## config.mk

```make
export PLATFORM = sky130hd
export DESIGN_NAME = mac_accum_flat
export DESIGN_NICKNAME = d
export VERILOG_FILES = /design/src/rtl/mac_accum_if.sv /design/src/rtl/mac_accum.sv /design/src/flat_wrapper.sv
export SDC_FILE = /design/constraint.sdc
export NUM_CORES = 1
export LEC_CHECK = 0
export CORE_MARGIN = 5
export CORE_UTILIZATION = 43
export CTS_CLUSTER_DIAMETER = 150
export CTS_CLUSTER_SIZE = 10
export DETAILED_ROUTE_END_ITERATION = 16
export SLEW_MARGIN = 30
export SYNTH_ARGS = -nofsm -noshare
export SYNTH_HDL_FRONTEND = slang
export SYNTH_SLANG_ARGS = --single-unit
export TNS_END_PERCENT = 100
```

## constraint.sdc

```tcl
create_clock -name clk -period 8.76 [get_ports clk]
set_input_delay 1.752 -clock clk [delete_from_list [all_inputs] [get_ports clk]]
set_output_delay 1.752 -clock clk [all_outputs]
set_load 0.005 [all_outputs]
```

## src/rtl/mac_accum_if.sv

```systemverilog
// Operand/result bundle for the mac_accum multiply-accumulate stage.
// The master side drives operands and clr; the slave side returns the completed sum.
interface mac_accum_if #(
  parameter int unsigned BUS_WIDTH = 8,
  parameter int unsigned ACC_WIDTH = 24
);
  logic                        in_valid;
  logic signed [BUS_WIDTH-1:0] a;
  logic signed [BUS_WIDTH-1:0] b;
  logic                        clr;
  logic                        out_valid;
  logic signed [ACC_WIDTH-1:0] result;
  logic                        overflow;
  logic                        busy;

  modport master (
    output in_valid, a, b, clr,
    input  out_valid, result, overflow, busy
  );

  modport slave (
    input  in_valid, a, b, clr,
    output out_valid, result, overflow, busy
  );
endinterface

```

## src/rtl/mac_accum.sv

```systemverilog
// Two-stage signed MAC: registers a*b, then accumulates COUNT products with saturation
// and strobes the completed dot product for one cycle before restarting.
module mac_accum #(
  parameter int unsigned BUS_WIDTH = 8,
  parameter int unsigned ACC_WIDTH = 24,
  parameter int unsigned COUNT     = 8
) (
  input logic        clk,
  input logic        rst,
  mac_accum_if.slave bus
);

  localparam int unsigned ProdW = 2 * BUS_WIDTH;
  localparam int unsigned CntW  = $clog2(COUNT + 1);
  localparam bit SingleProd     = (COUNT == 1);

  localparam logic signed [ACC_WIDTH:0] SatMax = {2'b00, {(ACC_WIDTH - 1){1'b1}}};
  localparam logic signed [ACC_WIDTH:0] SatMin = {2'b11, {(ACC_WIDTH - 1){1'b0}}};

  typedef enum logic [1:0] {
    StIdle,
    StAccum,
    StDone
  } state_e;

  state_e                      state_q, state_d;
  logic signed [ProdW-1:0]     p1_q, p1_d;
  logic                        v1_q, v1_d;
  logic signed [ACC_WIDTH-1:0] acc_q, acc_d;
  logic [CntW-1:0]             cnt_q, cnt_d;
  logic                        sat_q, sat_d;
  logic signed [ACC_WIDTH-1:0] result_q, result_d;
  logic                        overflow_q, overflow_d;

  logic signed [ProdW-1:0]     prod;
  logic signed [ACC_WIDTH:0]   prod_ext;
  logic signed [ACC_WIDTH:0]   sum_raw;
  logic signed [ACC_WIDTH:0]   sum_sat;
  logic                        sum_clamped;
  logic [CntW-1:0]             cnt_inc;
  logic                        cnt_last;

  // Datapath: product, guarded sum and clamp
  assign prod     = bus.a * bus.b;
  assign prod_ext = {{(ACC_WIDTH + 1 - ProdW){p1_q[ProdW-1]}}, p1_q};
  assign sum_raw  = {acc_q[ACC_WIDTH-1], acc_q} + prod_ext;
  assign cnt_inc  = cnt_q + CntW'(1);
  assign cnt_last = (cnt_inc == CntW'(COUNT));

  always_comb begin
    sum_sat     = sum_raw;
    sum_clamped = 1'b0;
    if (sum_raw > SatMax) begin
      sum_sat     = SatMax;
      sum_clamped = 1'b1;
    end else if (sum_raw < SatMin) begin
      sum_sat     = SatMin;
      sum_clamped = 1'b1;
    end
  end

  // State register
  always_ff @(posedge clk) begin
    if (rst) begin
      state_q    <= StIdle;
      p1_q       <= '0;
      v1_q       <= 1'b0;
      acc_q      <= '0;
      cnt_q      <= '0;
      sat_q      <= 1'b0;
      result_q   <= '0;
      overflow_q <= 1'b0;
    end else begin
      state_q    <= state_d;
      p1_q       <= p1_d;
      v1_q       <= v1_d;
      acc_q      <= acc_d;
      cnt_q      <= cnt_d;
      sat_q      <= sat_d;
      result_q   <= result_d;
      overflow_q <= overflow_d;
    end
  end

  // Next-state logic
  always_comb begin
    state_d    = state_q;
    p1_d       = p1_q;
    v1_d       = 1'b0;
    acc_d      = acc_q;
    cnt_d      = cnt_q;
    sat_d      = sat_q;
    result_d   = result_q;
    overflow_d = overflow_q;

    if (bus.clr) begin
      // Abort wins over everything, including a completion due this edge
      state_d = StIdle;
      acc_d   = '0;
      cnt_d   = '0;
      sat_d   = 1'b0;
    end else begin
      if (bus.in_valid) begin
        p1_d = prod;
        v1_d = 1'b1;
      end

      unique case (state_q)
        StIdle, StDone: begin
          if (v1_q) begin
            // The first product always fits, so it loads without clamping
            acc_d   = prod_ext[ACC_WIDTH-1:0];
            cnt_d   = CntW'(1);
            sat_d   = 1'b0;
            state_d = StAccum;
            if (SingleProd) begin
              result_d   = prod_ext[ACC_WIDTH-1:0];
              overflow_d = 1'b0;
              acc_d      = '0;
              cnt_d      = '0;
              state_d    = StDone;
            end
          end else begin
            state_d = StIdle;
          end
        end

        StAccum: begin
          if (v1_q) begin
            acc_d = sum_sat[ACC_WIDTH-1:0];
            sat_d = sat_q | sum_clamped;
            cnt_d = cnt_inc;
            if (cnt_last) begin
              result_d   = sum_sat[ACC_WIDTH-1:0];
              overflow_d = sat_q | sum_clamped;
              acc_d      = '0;
              cnt_d      = '0;
              state_d    = StDone;
            end
          end
        end

        default: state_d = StIdle;
      endcase
    end
  end

  // Outputs
  always_comb begin
    bus.out_valid = (state_q == StDone);
    bus.result    = result_q;
    bus.overflow  = overflow_q;
    bus.busy      = v1_q | (state_q == StAccum);
  end

endmodule

```

## src/flat_wrapper.sv

```systemverilog
// flat-port wrapper written by rule: the top's interface ports become plain ports
module mac_accum_flat 
#(
  parameter int unsigned BUS_WIDTH = 8,
  parameter int unsigned ACC_WIDTH = 24,
  parameter int unsigned COUNT     = 8
)
  (clk, rst, bus_in_valid, bus_a, bus_b, bus_clr, bus_out_valid, bus_result, bus_overflow, bus_busy);
  mac_accum_if #(.BUS_WIDTH(BUS_WIDTH), .ACC_WIDTH(ACC_WIDTH)) bus_i ();
  input logic clk;
  input logic rst;
  input wire logic [$bits(bus_i.in_valid)-1:0] bus_in_valid;
  input wire logic [$bits(bus_i.a)-1:0] bus_a;
  input wire logic [$bits(bus_i.b)-1:0] bus_b;
  input wire logic [$bits(bus_i.clr)-1:0] bus_clr;
  output wire logic [$bits(bus_i.out_valid)-1:0] bus_out_valid;
  output wire logic [$bits(bus_i.result)-1:0] bus_result;
  output wire logic [$bits(bus_i.overflow)-1:0] bus_overflow;
  output wire logic [$bits(bus_i.busy)-1:0] bus_busy;
  assign bus_i.in_valid = bus_in_valid;
  assign bus_i.a = bus_a;
  assign bus_i.b = bus_b;
  assign bus_i.clr = bus_clr;
  assign bus_out_valid = bus_i.out_valid;
  assign bus_result = bus_i.result;
  assign bus_overflow = bus_i.overflow;
  assign bus_busy = bus_i.busy;
  mac_accum #(.BUS_WIDTH(BUS_WIDTH), .ACC_WIDTH(ACC_WIDTH), .COUNT(COUNT)) u_core (.clk(clk), .rst(rst), .bus(bus_i));
endmodule
```

==> metrics list, run 1 <==
- DP HPWL: 12750 µm
* Share of the cycle needed by the critical path after routing: 0.7330
- Worst-margin pin slew: 0.8200 ns
* Fin. Hold Viols: 0
- Seq/Total Area, Yosys: 0.2221
- Family with the most delay on the worst path: adder cells
* Slew Viols, Final: 0
- Counting every net in the synthesized netlist gives 950.
* Fraction of final layout cells with drive strength greater than 1: 0.04444
- Hold buffer count at cts: 0
- Routing usage on met3: 0.02228
- # rows: 45
- Outcome: finished, final reports clean
- Max-cap violations: 0
- Worst hold slack: 0.4782 ns
- In this run the most used layer during global routing was met2.
- Setup repair after global routing left no endpoint under its margin.
* Wire length of the first global-routing pass: 27880 µm
- In the final routed layout, each cell accounts on average for 15.38 µm.
- The worst hold path begins at u_core.p1_q[0]$_SDFFE_PP0P_.
- Max Root-Sink Buffers: 2
* Number of antenna violations at the first check in global routing: 0
- STA classifies the critical path endpoint as a register.
* Share of flip-flops with an asynchronous set or reset: 0
- For this run, the top clock speed supported by timing is 155.7 MHz.
* Final routed DRC violation total: 0
* Post-synth cell types: 63
- Class of the most critical setup path: primary input to register
* Clock Root Buffer: sky130_fd_sc_hd__clkbuf_16
- H-tree levels: 3
* Met1 track demand over resource in global routing: 0.2349
- The count of nets left with antenna violations once routing finished came out at 0.
- Clock buffer count from CTS: 9
* Worst VDD drop: 0.0001010 V
- At the worst endpoint, the required time is 8.97 ns.
- Leak: 3.172 nW
- Post-CTS repair changed the size of 0 cells.
- Register bit total from synthesis: 73
- Leaving out fill and tap cells, the most frequent cell in the layout is sky130_fd_sc_hd__inv_1.
- Width of the die: 133.7 µm
- The routed design has 16040 µm of wire.
* Post-CTS setup buffer count: 0
* Layout-stage area growth over the synthesis result: 13.56%
- In this run the worst setup path begins at bus_b[4].
- Post-synthesis cell area: 6580 µm²
* Setup TNS: 0 ns
* Critical path, cell by cell: clkdlybuf4s50_1 -> and2_1 -> fa_1 -> inv_1 -> fa_1 -> inv_1 -> fa_1 -> inv_1 -> fa_1 -> inv_1 -> ha_1 -> o21ai_0 -> a21oi_1 -> o21ai_0 -> a21oi_1 -> or2_2 -> nand4_1 -> a2111oi_0 -> or3b_2
* Post-layout minimum cycle time: 6.421 ns
- Routability-driven placement finished with a final weighted congestion of 0.9234.
* Clock tree from TritonCTS: built
- Initial Utilization: 0.4361
- Number of port buffers: 46
- Yosys mapped a number of flops with a built-in enable equal to 0.
* Setup crit start kind: primary input
* Largest net degree at the start of global routing: 50
- For the worst-skew pair, the clock arrives at the later sink with an insertion delay of 0.34 ns.
- Worst max-slew margin expressed relative to the limit: 0.4462
- Summing all placed instances gives a cell area of 7188 µm².
* Worst Clk Skew: 0.007112 ns
- Before antenna repair, the detailed router went through 5 iterations.
* Core region area: 15090 µm²
- Across every metal layer, demand over resource in global routing totals 0.1877.
* Count of vias placed by the detailed router: 5654
* Endpoints failing setup: 0
- After global routing the overflow that remains totals 0.
- Final design instance area without fill: 7472 µm²
- Vias in the first global route: 5879
- The detailed router finished its first iteration with 318 violations.
- Critical path fanouts, max: 8
- A synthesized cell averages 8.034 µm².
- Clock tree synthesis found a total of 73 sinks.
* Syn. warnings: 0
- For this design the ratio of total power to cell area is 199.2 nW/µm².
* Final antenna diode count: 0
- Among all flip-flop cells after synthesis, the most frequent one is sky130_fd_sc_hd__dfxtp_1.
- The floorplan step set the die height to 133.7 µm.
- The critical path contains buffers and inverters numbering 5 combined.
- Clk pin slew, worst setup/hold paths: 0.05 ns
* Boundary pin count: 47
* Endpoint arrival time on the critical path: 6.63 ns
- In the final design database the tool counted 983 nets.
* R2r startpoint: u_core.p1_q[0]$_SDFFE_PP0P_
* Die area: 17880 µm²
- In this design, the stage delay of the slowest critical-path cell is 0.55 ns.
- Top library cells by usage in the layout, fill and taps aside: sky130_fd_sc_hd__inv_1, sky130_fd_sc_hd__nand2_1, sky130_fd_sc_hd__a21oi_1
- Highest-delay cell along the critical path: sky130_fd_sc_hd__clkdlybuf4s50_1
* Fraction of met2 tracks used by global routing: 0.3217
- After detailed routing, the number of vias per cell comes to 5.421.
* Synthesized netlist cell count: 819
- The min-delay analysis places its worst path in the category register to register.
## metrics by stage
stage | power (mW) | util | setup WS (ns) | instances
finish | 1.489 | 0.4952 | 2.339 | 1043
global route | 1.635 | 0.4952 | 1.965 | 1043
CTS | 1.508 | 0.4952 | 2.327 | 1043
detailed placement | 1.143 | 0.4764 | 1.978 | 1029
global placement | 1.128 | 0.4762 | 2.023 | 1029
floorplan | 0.9699 | - | 2.850 | 819
## cell type report
| type | instances | area (µm²) |
|---|---|---|
| clock inverters | 4 | 45.04 |
| flip-flops and latches | 73 | 1461 |
| repair buffers | 50 | 490.5 |
| multi-input cells | 623 | 4644 |
| well taps | 188 | 235.2 |
| inverters | 95 | 356.6 |
| fillers | 1477 | 7617 |
| clock buffers | 10 | 239.0 |
## final timing paths
check / depth (start not counted) / endpoint / slack, ns
max: 19 / u_core.p1_q[14]$_SDFFE_PP0P_ / 2.34
min: 2 / u_core.p1_q[0]$_SDFFE_PP0P_ / 0.48
max reg2reg: 12 / u_core.bus.result[21]$_SDFFE_PP0P_ / 4.81
min reg2reg: 2 / u_core.p1_q[0]$_SDFFE_PP0P_ / 0.48
## state kept, by name (all words and copies together) (netlist names)
register	count
u_core.cnt_q	4
u_core.v1_q	1
u_core.bus.overflow	1
u_core.p1_q	16
u_core.sat_q	1
u_core.bus.result	24
u_core.acc_q	24
u_core.state_q	2
## worst min-delay path: cells and delay by family (launching register included)
kind	cells	cell delay (ns)
AO/OA/AOI/OAI	1	0.05
flip-flops	1	0.32
AND/OR/NAND/NOR	1	0.06
## where the power goes
group	switching [mW]	internal, mW	total, mW	leakage [nW]
clock	0.138	0.223	0.361	0.144
combinational	0.424	0.319	0.742	2.44
sequential	0.0287	0.356	0.385	0.591
total	0.590	0.899	1.49	3.17
## per-layer routing
metal	up-vias	wire, µm
met5	-	0
met4	0	575
met3	28	449
met2	117	7810
met1	2685	7208
li1	2824	-
## synth_stat cells (all sizes together), types with 11 or more instances
cell type	instances	share of area
nor3	44	0.035
o21ai	59	0.045
inv	95	0.054
clkbuf	21	0.012
xnor2	17	0.023
nand3	11	0.0091
xor2	14	0.019
a21oi	76	0.058
nor2	64	0.037
a211oi	13	0.015
and2	36	0.035
fa	56	0.17
ha	55	0.10
dfxtp	73	0.22
nand2	90	0.051
## cell families (layout without fill, tap and decap cells)
group / count (synthesis) / count (layout) / synth area share
and+or+nand+nor: 290 / 290 / 0.2145
AOI/OAI and AO/OA: 190 / 190 / 0.1725
buffers and inverters: 123 / 159 / 0.07321
adders and majority gates: 111 / 111 / 0.2750
DFF: 73 / 73 / 0.2221
xor gates and xnor gates: 31 / 31 / 0.04126
muxes: 1 / 1 / 0.001521
Note: power is estimated with default switching activity, not from simulation.
==> run 2: changes to the inputs <==
==> constraint.sdc (replaced) <==
create_clock -name clk -period 5.45 [get_ports clk]
set_input_delay 1.09 -clock clk [delete_from_list [all_inputs] [get_ports clk]]
set_output_delay 1.09 -clock clk [all_outputs]
set_load 0.005 [all_outputs]
==> metrics list, run 2 (same netlist as run 1, synthesis figures left out) <==
- Fin. Hold Viols: 0 (unchanged)
- Worst Clk Skew: 0.005130 ns (was 0.007112 ns)
- The buffer cell driving the clock tree root is sky130_fd_sc_hd__clkbuf_16 (unchanged).
- Worst VDD drop: 0.0001636 V (was 0.0001010 V)
- The type of the worst setup path is primary input to register (unchanged).
- Worst hold slack: 0.4744 ns (was 0.4782 ns)
- The type of element launching the critical path was a primary input (unchanged).
- Post-layout minimum cycle time: 5.266 ns
- The pin count of the biggest net entering global routing is 26 (was 50).
- The placed wire-length estimate after detailed placement is 13120 µm (was 12750 µm).
* Number of nets with antenna violations after detailed routing: 0 (unchanged)
* Worst max-slew margin expressed relative to the limit: 0.3928 (was 0.4462)
* Net count reported at finish: 1030 (was 983)
* Most common cell after layout, fill and taps aside: sky130_fd_sc_hd__inv_1 (unchanged)
- The maximum fanout count along the critical path is 3 (was 8).
* Clock buffer count from CTS: 9 (unchanged)
* # rows: 45 (unchanged)
* Final non-filler cell total: 1091 (was 1043)
* Vias in the first global route: 5852 (was 5879)
- CP Capture Type: register (unchanged)
* Clk pin slew, worst setup/hold paths: 0.05 ns (about the same)
- Layout-stage area growth over the synthesis result: 20.27% (was 13.56%)
- Dividing the final minimum period by the clock period gives 0.9662.
- The total iterations of the first detailed-routing run was 5 (unchanged).
- The register area is 1461 µm² (unchanged).
* Clock tree from TritonCTS: built (unchanged)
- Endpoints failing setup: 0 (unchanged)
- The number of I/O pins is 47 (unchanged).
- The final wirelength is 16350 µm (was 16040 µm).
- Overflow after GRT: 0 (unchanged)
- Overall die height: 133.7 µm (unchanged)
- The total via count after detailed routing came to 5846 (was 5654).
- Top library cells by usage in the layout, fill and taps aside: sky130_fd_sc_hd__inv_1, sky130_fd_sc_hd__nand2_1, sky130_fd_sc_hd__dfxtp_1 (was sky130_fd_sc_hd__inv_1, sky130_fd_sc_hd__nand2_1, sky130_fd_sc_hd__a21oi_1)
* Endpoint arrival time on the critical path: 5.49 ns (was 6.63 ns)
- The count of inserted antenna diode cells was 0 (unchanged).
- The overall global routing resource usage was 0.1869 (was 0.1877).
* Slew Viols, Final: 0 (unchanged)
- The area of the core region is 15090 µm² (unchanged).
- The number of instances in the placed design came to 1072 (was 1029).
- The die width was 133.7 µm (unchanged).
* Number of antenna violations at the first check in global routing: 0 (unchanged)
* Worst setup timing slack at the placement stage: -0.5336 ns (was 1.978 ns)
- Number of DRC markers in iteration 0: 294 (was 318)
- Wire length of the first global-routing pass: 27640 µm (was 27880 µm)
- The overall power of the completed layout is 2.592 mW (was 1.489 mW).
- The share of post-route cells with drive strength above 1 is 0.1174 (was 0.04444).
- The post-detailed-route wirelength per cell was 14.99 µm (was 15.38 µm).
- The area of the die is 17880 µm² (unchanged).
- Placed Area: 7517 µm² (was 7188 µm²)
* Areal power density over the cells: 327.6 nW/µm² (was 199.2 nW/µm²)
- Min-delay worst type: register to register (unchanged)
- Clock latency on the worst-skew pair: 0.34 ns (about the same)
* Number of port buffers: 46 (unchanged)
- Multi-input combinational cell area: 4728 µm² (was 4644 µm²)
- Outcome: finished, final reports clean (unchanged).
- The post-route DRC violation count came to 0 (unchanged).
- Drt via density: 5.358 (was 5.421)
- The least setup slack across all paths after layout was 0.1842 ns (was 2.339 ns).
- Timing would allow up to 189.9 MHz.
- Leak: 3.484 nW (was 3.172 nW)
* Number of sinks driven by the clock tree: 73 (unchanged)
- The number of filler cells placed in the layout was 1442 (was 1477).
- The final design instance area without fill was 7914 µm² (was 7472 µm²).
- RD Place Congestion: 0.9462 (was 0.9234)
- Max-cap violations: 0 (unchanged)
- Max Root-Sink Buffers: 2 (unchanged)
- The critical path data required time came to 5.67 ns (was 8.97 ns).
- H-tree levels: 3 (unchanged)
- The initial core utilization was 0.4361 (unchanged).
- Worst-margin pin slew: 0.9079 ns (was 0.8200 ns)
- The worst-case register-to-register setup slack was 1.47 ns (was 4.81 ns).
-- run 2: routing by layer --
layer | GRT usage | wire length (µm) | vias to the layer above | part of all wire
met3 | 0.01926 | 341 | 33 | 0.021
met4 | 0.08800 | 578 | 0 | 0.035
met5 | 0 | 0 | - | 0
li1 | - | - | 2918 | -
met2 | 0.3226 | 8160 | 108 | 0.50
met1 | 0.2342 | 7270 | 2787 | 0.44
-- run 2: power by group --
part | internal, mW | total [mW] | switching (mW)
Combinational | 0.684 | 1.43 | 0.751
Sequential | 0.573 | 0.617 | 0.0438
Clock | 0.316 | 0.541 | 0.224
-- run 2: cell type report --
type                    instances  area share
clock buffers                  12     0.03115
inverters                      95     0.04506
clock inverters                 3    0.002213
multi-input cells             623      0.5975
well taps                     188     0.02972
flip-flops and latches         73      0.1847
repair buffers                 97      0.1097
-- run 2: per-stage QoR --
step,setup TNS (ns),util
after CTS,0,0.5171
after global routing,-0.008655,0.5245
after global placement,-1.434,0.4976
final,0,0.5245
after detailed placement,-1.778,0.4982
after floorplan,0,-
-- run 2: worst max-delay path, stage by stage --
cell and delay (ns):
sky130_fd_sc_hd__clkdlybuf4s50_1 0.51, sky130_fd_sc_hd__and2_4 0.16, sky130_fd_sc_hd__inv_1 0.05, sky130_fd_sc_hd__fa_1 0.48, sky130_fd_sc_hd__fa_1 0.51, sky130_fd_sc_hd__inv_1 0.05
sky130_fd_sc_hd__fa_1 0.47, sky130_fd_sc_hd__inv_1 0.05, sky130_fd_sc_hd__fa_1 0.52, sky130_fd_sc_hd__inv_1 0.04, sky130_fd_sc_hd__ha_1 0.31, sky130_fd_sc_hd__o21ai_2 0.08
sky130_fd_sc_hd__a21oi_2 0.08, sky130_fd_sc_hd__o21ai_1 0.15, sky130_fd_sc_hd__a21oi_1 0.10, sky130_fd_sc_hd__or2_4 0.25, sky130_fd_sc_hd__nand4_1 0.11, sky130_fd_sc_hd__a2111oi_2 0.08
sky130_fd_sc_hd__or3b_4 0.39
-- run 2: final timing paths --
path,from,end,depth (start not counted)
worst max-delay path,bus_a[7],u_core.p1_q[14]$_SDFFE_PP0P_,19
worst min-delay path,u_core.p1_q[0]$_SDFFE_PP0P_,u_core.p1_q[0]$_SDFFE_PP0P_,2
worst max register to register,u_core.p1_q[0]$_SDFFE_PP0P_,u_core.bus.result[21]$_SDFFE_PP0P_,12
worst min register to register,u_core.p1_q[0]$_SDFFE_PP0P_,u_core.p1_q[0]$_SDFFE_PP0P_,2
-- run 2: what timing repair did --
item                       in CTS  in global routing
setup endpoints to repair       2                  4
buffers inserted                2                  2
hold buffers                    0                  0
pin swaps                       3                 13
gates resized for setup        11                 30
==> run 3: changes to the inputs <==
--- a/config.mk
+++ b/config.mk
@@ -10,6 +10,7 @@
 export CTS_CLUSTER_DIAMETER = 150
 export CTS_CLUSTER_SIZE = 10
 export DETAILED_ROUTE_END_ITERATION = 16
+export DONT_BUFFER_PORTS = 1
 export SLEW_MARGIN = 30
 export SYNTH_ARGS = -nofsm -noshare
 export SYNTH_HDL_FRONTEND = slang
==> metrics list, run 3 (same netlist as run 1, synthesis figures left out) <==
* Outcome: finished, final reports clean (unchanged)
- Final antenna diode count: 0 (unchanged)
- The number of post-CTS setup repair buffers was 0 (was 2).
* Initial Utilization: 0.4361 (unchanged)
- Reg area: 1461 µm² (unchanged)
- The placement row count was 45 (unchanged).
- Worst VDD drop: 0.0001374 V (was 0.0001636 V)
- The number of H-tree branching levels was 3 (unchanged).
- Clock Root Buffer: sky130_fd_sc_hd__clkbuf_16 (unchanged)
* Number of nets with antenna violations after detailed routing: 0 (unchanged)
* Number of gates on the worst path with buffers counted: 18 (was 19)
* Setup crit start kind: primary input (unchanged)
- The total via count after detailed routing is 5477 (was 5846).
- Min-delay worst type: register to register (unchanged)
- The overall global routing resource usage is 0.1759 (was 0.1869).
- Setup repair after global routing left no endpoint under its margin.
- The number of buffers on the longest clock path is 2 (unchanged).
- The met3 usage is 0.03361 (was 0.01926).
- Die area: 17880 µm² (unchanged)
- The worst reg2reg path depth is 12 (unchanged).
* Switching pwr: 0.9262 mW (was 1.019 mW)
- Setup TNS: 0 ns (unchanged)
* Worst Clk Skew: 0.009529 ns (was 0.005130 ns)
* Fraction of final layout cells with drive strength greater than 1: 0.05055 (was 0.1174)
- The area of the multi-input gates came to 4647 µm² (was 4728 µm²).
* Core region area: 15090 µm² (unchanged)
* Sum of routed wire length over all layers: 15420 µm (was 16350 µm)
- Slew Viols, Final: 0 (unchanged)
* Net Sw Frac: 0.3813 (was 0.3930)
- The power per cell area came to 344.0 nW/µm² (was 327.6 nW/µm²).
* Largest stage delay on the critical path: 0.53 ns (was 0.52 ns)
- The met1 capacity usage during global routing was 0.2157 (was 0.2342).
- The routability-driven placement congestion ratio was 0.9172 (was 0.9462).
* CP Capture Type: register (unchanged)
- Placed Area: 6730 µm² (was 7517 µm²)
* Critical path data required time: 5.67 ns (about the same)
- Top library cells by usage in the layout, fill and taps aside: sky130_fd_sc_hd__inv_1, sky130_fd_sc_hd__nand2_1, sky130_fd_sc_hd__a21oi_1 (was sky130_fd_sc_hd__inv_1, sky130_fd_sc_hd__nand2_1, sky130_fd_sc_hd__dfxtp_1)
- Most common cell after layout, fill and taps aside: sky130_fd_sc_hd__inv_1 (unchanged)
- Hold buffer count at cts: 0 (unchanged)
* Family with the most delay on the worst path: adder cells (unchanged)
* Clock latency on the worst-skew pair: 0.34 ns (about the same)
- The data arrival time of the worst path came to 5.27 ns (was 5.49 ns).
- The startpoint of the worst setup timing path is bus_b[4] (was bus_a[7]).
* Clock tree from TritonCTS: built (unchanged)
- The type of the worst setup path was primary input to register (unchanged).
* Internal Dissipation: 1.503 mW (was 1.573 mW)
- Clock buffer count from CTS: 9 (unchanged)
- The clock share of power was 0.268 (was 0.209).
* Top Usage Layer GRT: met2 (unchanged)
* Max-cap violations: 0 (unchanged)
- Final design instance area without fill: 7061 µm² (was 7914 µm²)
- Fin. Hold Viols: 0 (unchanged)
- Critical path fanouts, max: 8 (was 3)
- Setup crit end: u_core.p1_q[14]$_SDFFE_PP0P_ (unchanged)
- The post-detailed-route wirelength per cell was 15.43 µm (was 14.99 µm).
- Count of buffering cells on the critical path with inverters included: 4 (was 5)
* Final routed DRC violation total: 0 (unchanged)
* Worst-margin pin slew: 0.8622 ns (was 0.9079 ns)
- The minimum clock period came to 5.054 ns (was 5.266 ns).
- The detailed-route vias per instance came to 5.482 (was 5.358).
- The pin count of the biggest net entering global routing was 50 (was 26).
- Critical path, cell by cell: and2_1 -> fa_1 -> inv_1 -> fa_1 -> inv_1 -> fa_1 -> inv_1 -> fa_1 -> inv_1 -> ha_1 -> o21ai_0 -> a21oi_1 -> o21ai_0 -> a21oi_1 -> or2_2 -> nand4_1 -> a2111oi_0 -> or3b_2 (was clkdlybuf4s50_1 -> and2_4 -> inv_1 -> fa_1 -> fa_1 -> inv_1 -> fa_1 -> inv_1 -> fa_1 -> inv_1 -> ha_1 -> o21ai_2 -> a21oi_2 -> o21ai_1 -> a21oi_1 -> or2_4 -> nand4_1 -> a2111oi_2 -> or3b_4)
- FF-to-FF End: u_core.bus.result[22]$_SDFFE_PP0P_ (was u_core.bus.result[21]$_SDFFE_PP0P_)
* Number of antenna violations at the first check in global routing: 0 (unchanged)
* Clk pin slew, worst setup/hold paths: 0.05 ns (about the same)
- Worst reg-to-reg setup slack: 1.43 ns (was 1.47 ns)
- DP HPWL: 12150 µm (was 13120 µm)
* Boundary pin count: 47 (unchanged)
- Leak: 3.024 nW (was 3.484 nW)
- Endpoints failing setup: 0 (unchanged)
* Fraction of met2 tracks used by global routing: 0.3052 (was 0.3226)
* Post-CTS resize count: 0 (was 11)
- Wire length of the first global-routing pass: 25790 µm (was 27640 µm)
* # fillers: 1465 (was 1442)
* TritonRoute pass-1 iters: 6 (was 5)
- Maximum frequency from static timing analysis: 197.9 MHz (was 189.9 MHz)
* Highest-delay cell along the critical path: sky130_fd_sc_hd__fa_1 (unchanged)
- Vias in the first global route: 5440 (was 5852)
- The final net count was 937 (was 1030).
* Number of DRC markers in iteration 0: 264 (was 294)
* Layout-stage area growth over the synthesis result: 7.302% (was 20.27%)
- Width of the die: 133.7 µm (unchanged)
- The total congestion overflow after global routing is 0 (unchanged).
* Share of the cycle needed by the critical path after routing: 0.9274 (was 0.9662)
- The worst hold path depth is 2 (unchanged).
- The start of the worst register-to-register path is u_core.p1_q[0]$_SDFFE_PP0P_ (unchanged).
* Number of port buffers: 0 (was 46)
* Overall die height: 133.7 µm (unchanged)
- Sequential group share of total power: 0.256 (was 0.238)
- The portion of total power attributed to combinational logic came to 0.476 (was 0.553).
- The worst hold margin was 0.4813 ns (was 0.4744 ns).
- The worst slew margin relative to its limit is 0.4252 (was 0.3928).
- The count of clock tree sinks is 73 (unchanged).
-- run 3: changes by cell type in the layout (fill, tap and decap cells not counted), sizes merged --
| cell | change |
|---|---|
| buf | -47 |
| bufinv | +2 |
| clkbuf | -1 |
| clkdlybuf4s50 | -33 |
| dlygate4sd2 | -4 |
| dlymetal6s2s | -9 |
-- run 3: final cells by class --
type	count	share of cell area
clock inverters	5	0.01099
flip-flops and latches	73	0.2070
inverters	95	0.05051
clock buffers	11	0.03580
multi-input cells	623	0.6582
well taps	188	0.03332
repair buffers	4	0.004253
-- run 3: routing by layer --
layer / share of wire / wire length (µm)
met5: 0 / 0
met1: 0.44 / 6855
met3: 0.046 / 716
met2: 0.48 / 7472
met4: 0.024 / 371
-- run 3: stage by stage --
stage / total power [mW] / utilization / instances / worst slack, ns
2_1_floorplan: 1.559 / - / 819 / 0.2021
3_3_place_gp: 1.780 / 0.4457 / 983 / 0.04934
3_5_place_dp: 1.797 / 0.4460 / 983 / 0.01358
4_1_cts: 2.463 / 0.4679 / 999 / 0.3787
5_1_grt: 2.658 / 0.4679 / 999 / 0.1649
6_report: 2.429 / 0.4679 / 999 / 0.3959
-- run 3: worst min-delay path by stage --
| stage | start | end | slack (ns) |
|---|---|---|---|
| floorplan | u_core.p1_q[13]$_SDFFE_PP0P_ | u_core.p1_q[13]$_SDFFE_PP0P_ | 0.45 |
| global placement | u_core.p1_q[2]$_SDFFE_PP0P_ | u_core.p1_q[2]$_SDFFE_PP0P_ | 0.47 |
| detailed placement | u_core.p1_q[2]$_SDFFE_PP0P_ | u_core.p1_q[2]$_SDFFE_PP0P_ | 0.47 |
| CTS | u_core.p1_q[2]$_SDFFE_PP0P_ | u_core.p1_q[2]$_SDFFE_PP0P_ | 0.48 |
| global route | u_core.p1_q[2]$_SDFFE_PP0P_ | u_core.p1_q[2]$_SDFFE_PP0P_ | 0.50 |
| finish | u_core.p1_q[2]$_SDFFE_PP0P_ | u_core.p1_q[2]$_SDFFE_PP0P_ | 0.48 |
-- run 3: power by group through the flow --
| stage | sequential [mW] | combinational, mW | clock [mW] |
|---|---|---|---|
| finish | 0.622 | 1.16 | 0.651 |
| global route | 0.627 | 1.34 | 0.691 |
| CTS | 0.620 | 1.17 | 0.669 |
| detailed placement | 0.632 | 1.17 | 0 |
| global placement | 0.630 | 1.15 | 0 |
| floorplan | 0.609 | 0.950 | 0 |
-- run 3: worst reg2reg max path: stages, from the launching register on --
cell                       delay (ns)
sky130_fd_sc_hd__dfxtp_1         0.39
sky130_fd_sc_hd__ha_1            0.22
sky130_fd_sc_hd__inv_1           0.07
sky130_fd_sc_hd__fa_1            0.40
sky130_fd_sc_hd__nand2b_1        0.20
sky130_fd_sc_hd__a21oi_1         0.32
sky130_fd_sc_hd__o41ai_1         0.23
sky130_fd_sc_hd__o31ai_1         0.48
sky130_fd_sc_hd__a41o_1          0.37
sky130_fd_sc_hd__nand3_1         0.18
sky130_fd_sc_hd__nand2_1         0.64
sky130_fd_sc_hd__nor2_2          0.17
sky130_fd_sc_hd__a211oi_1        0.28
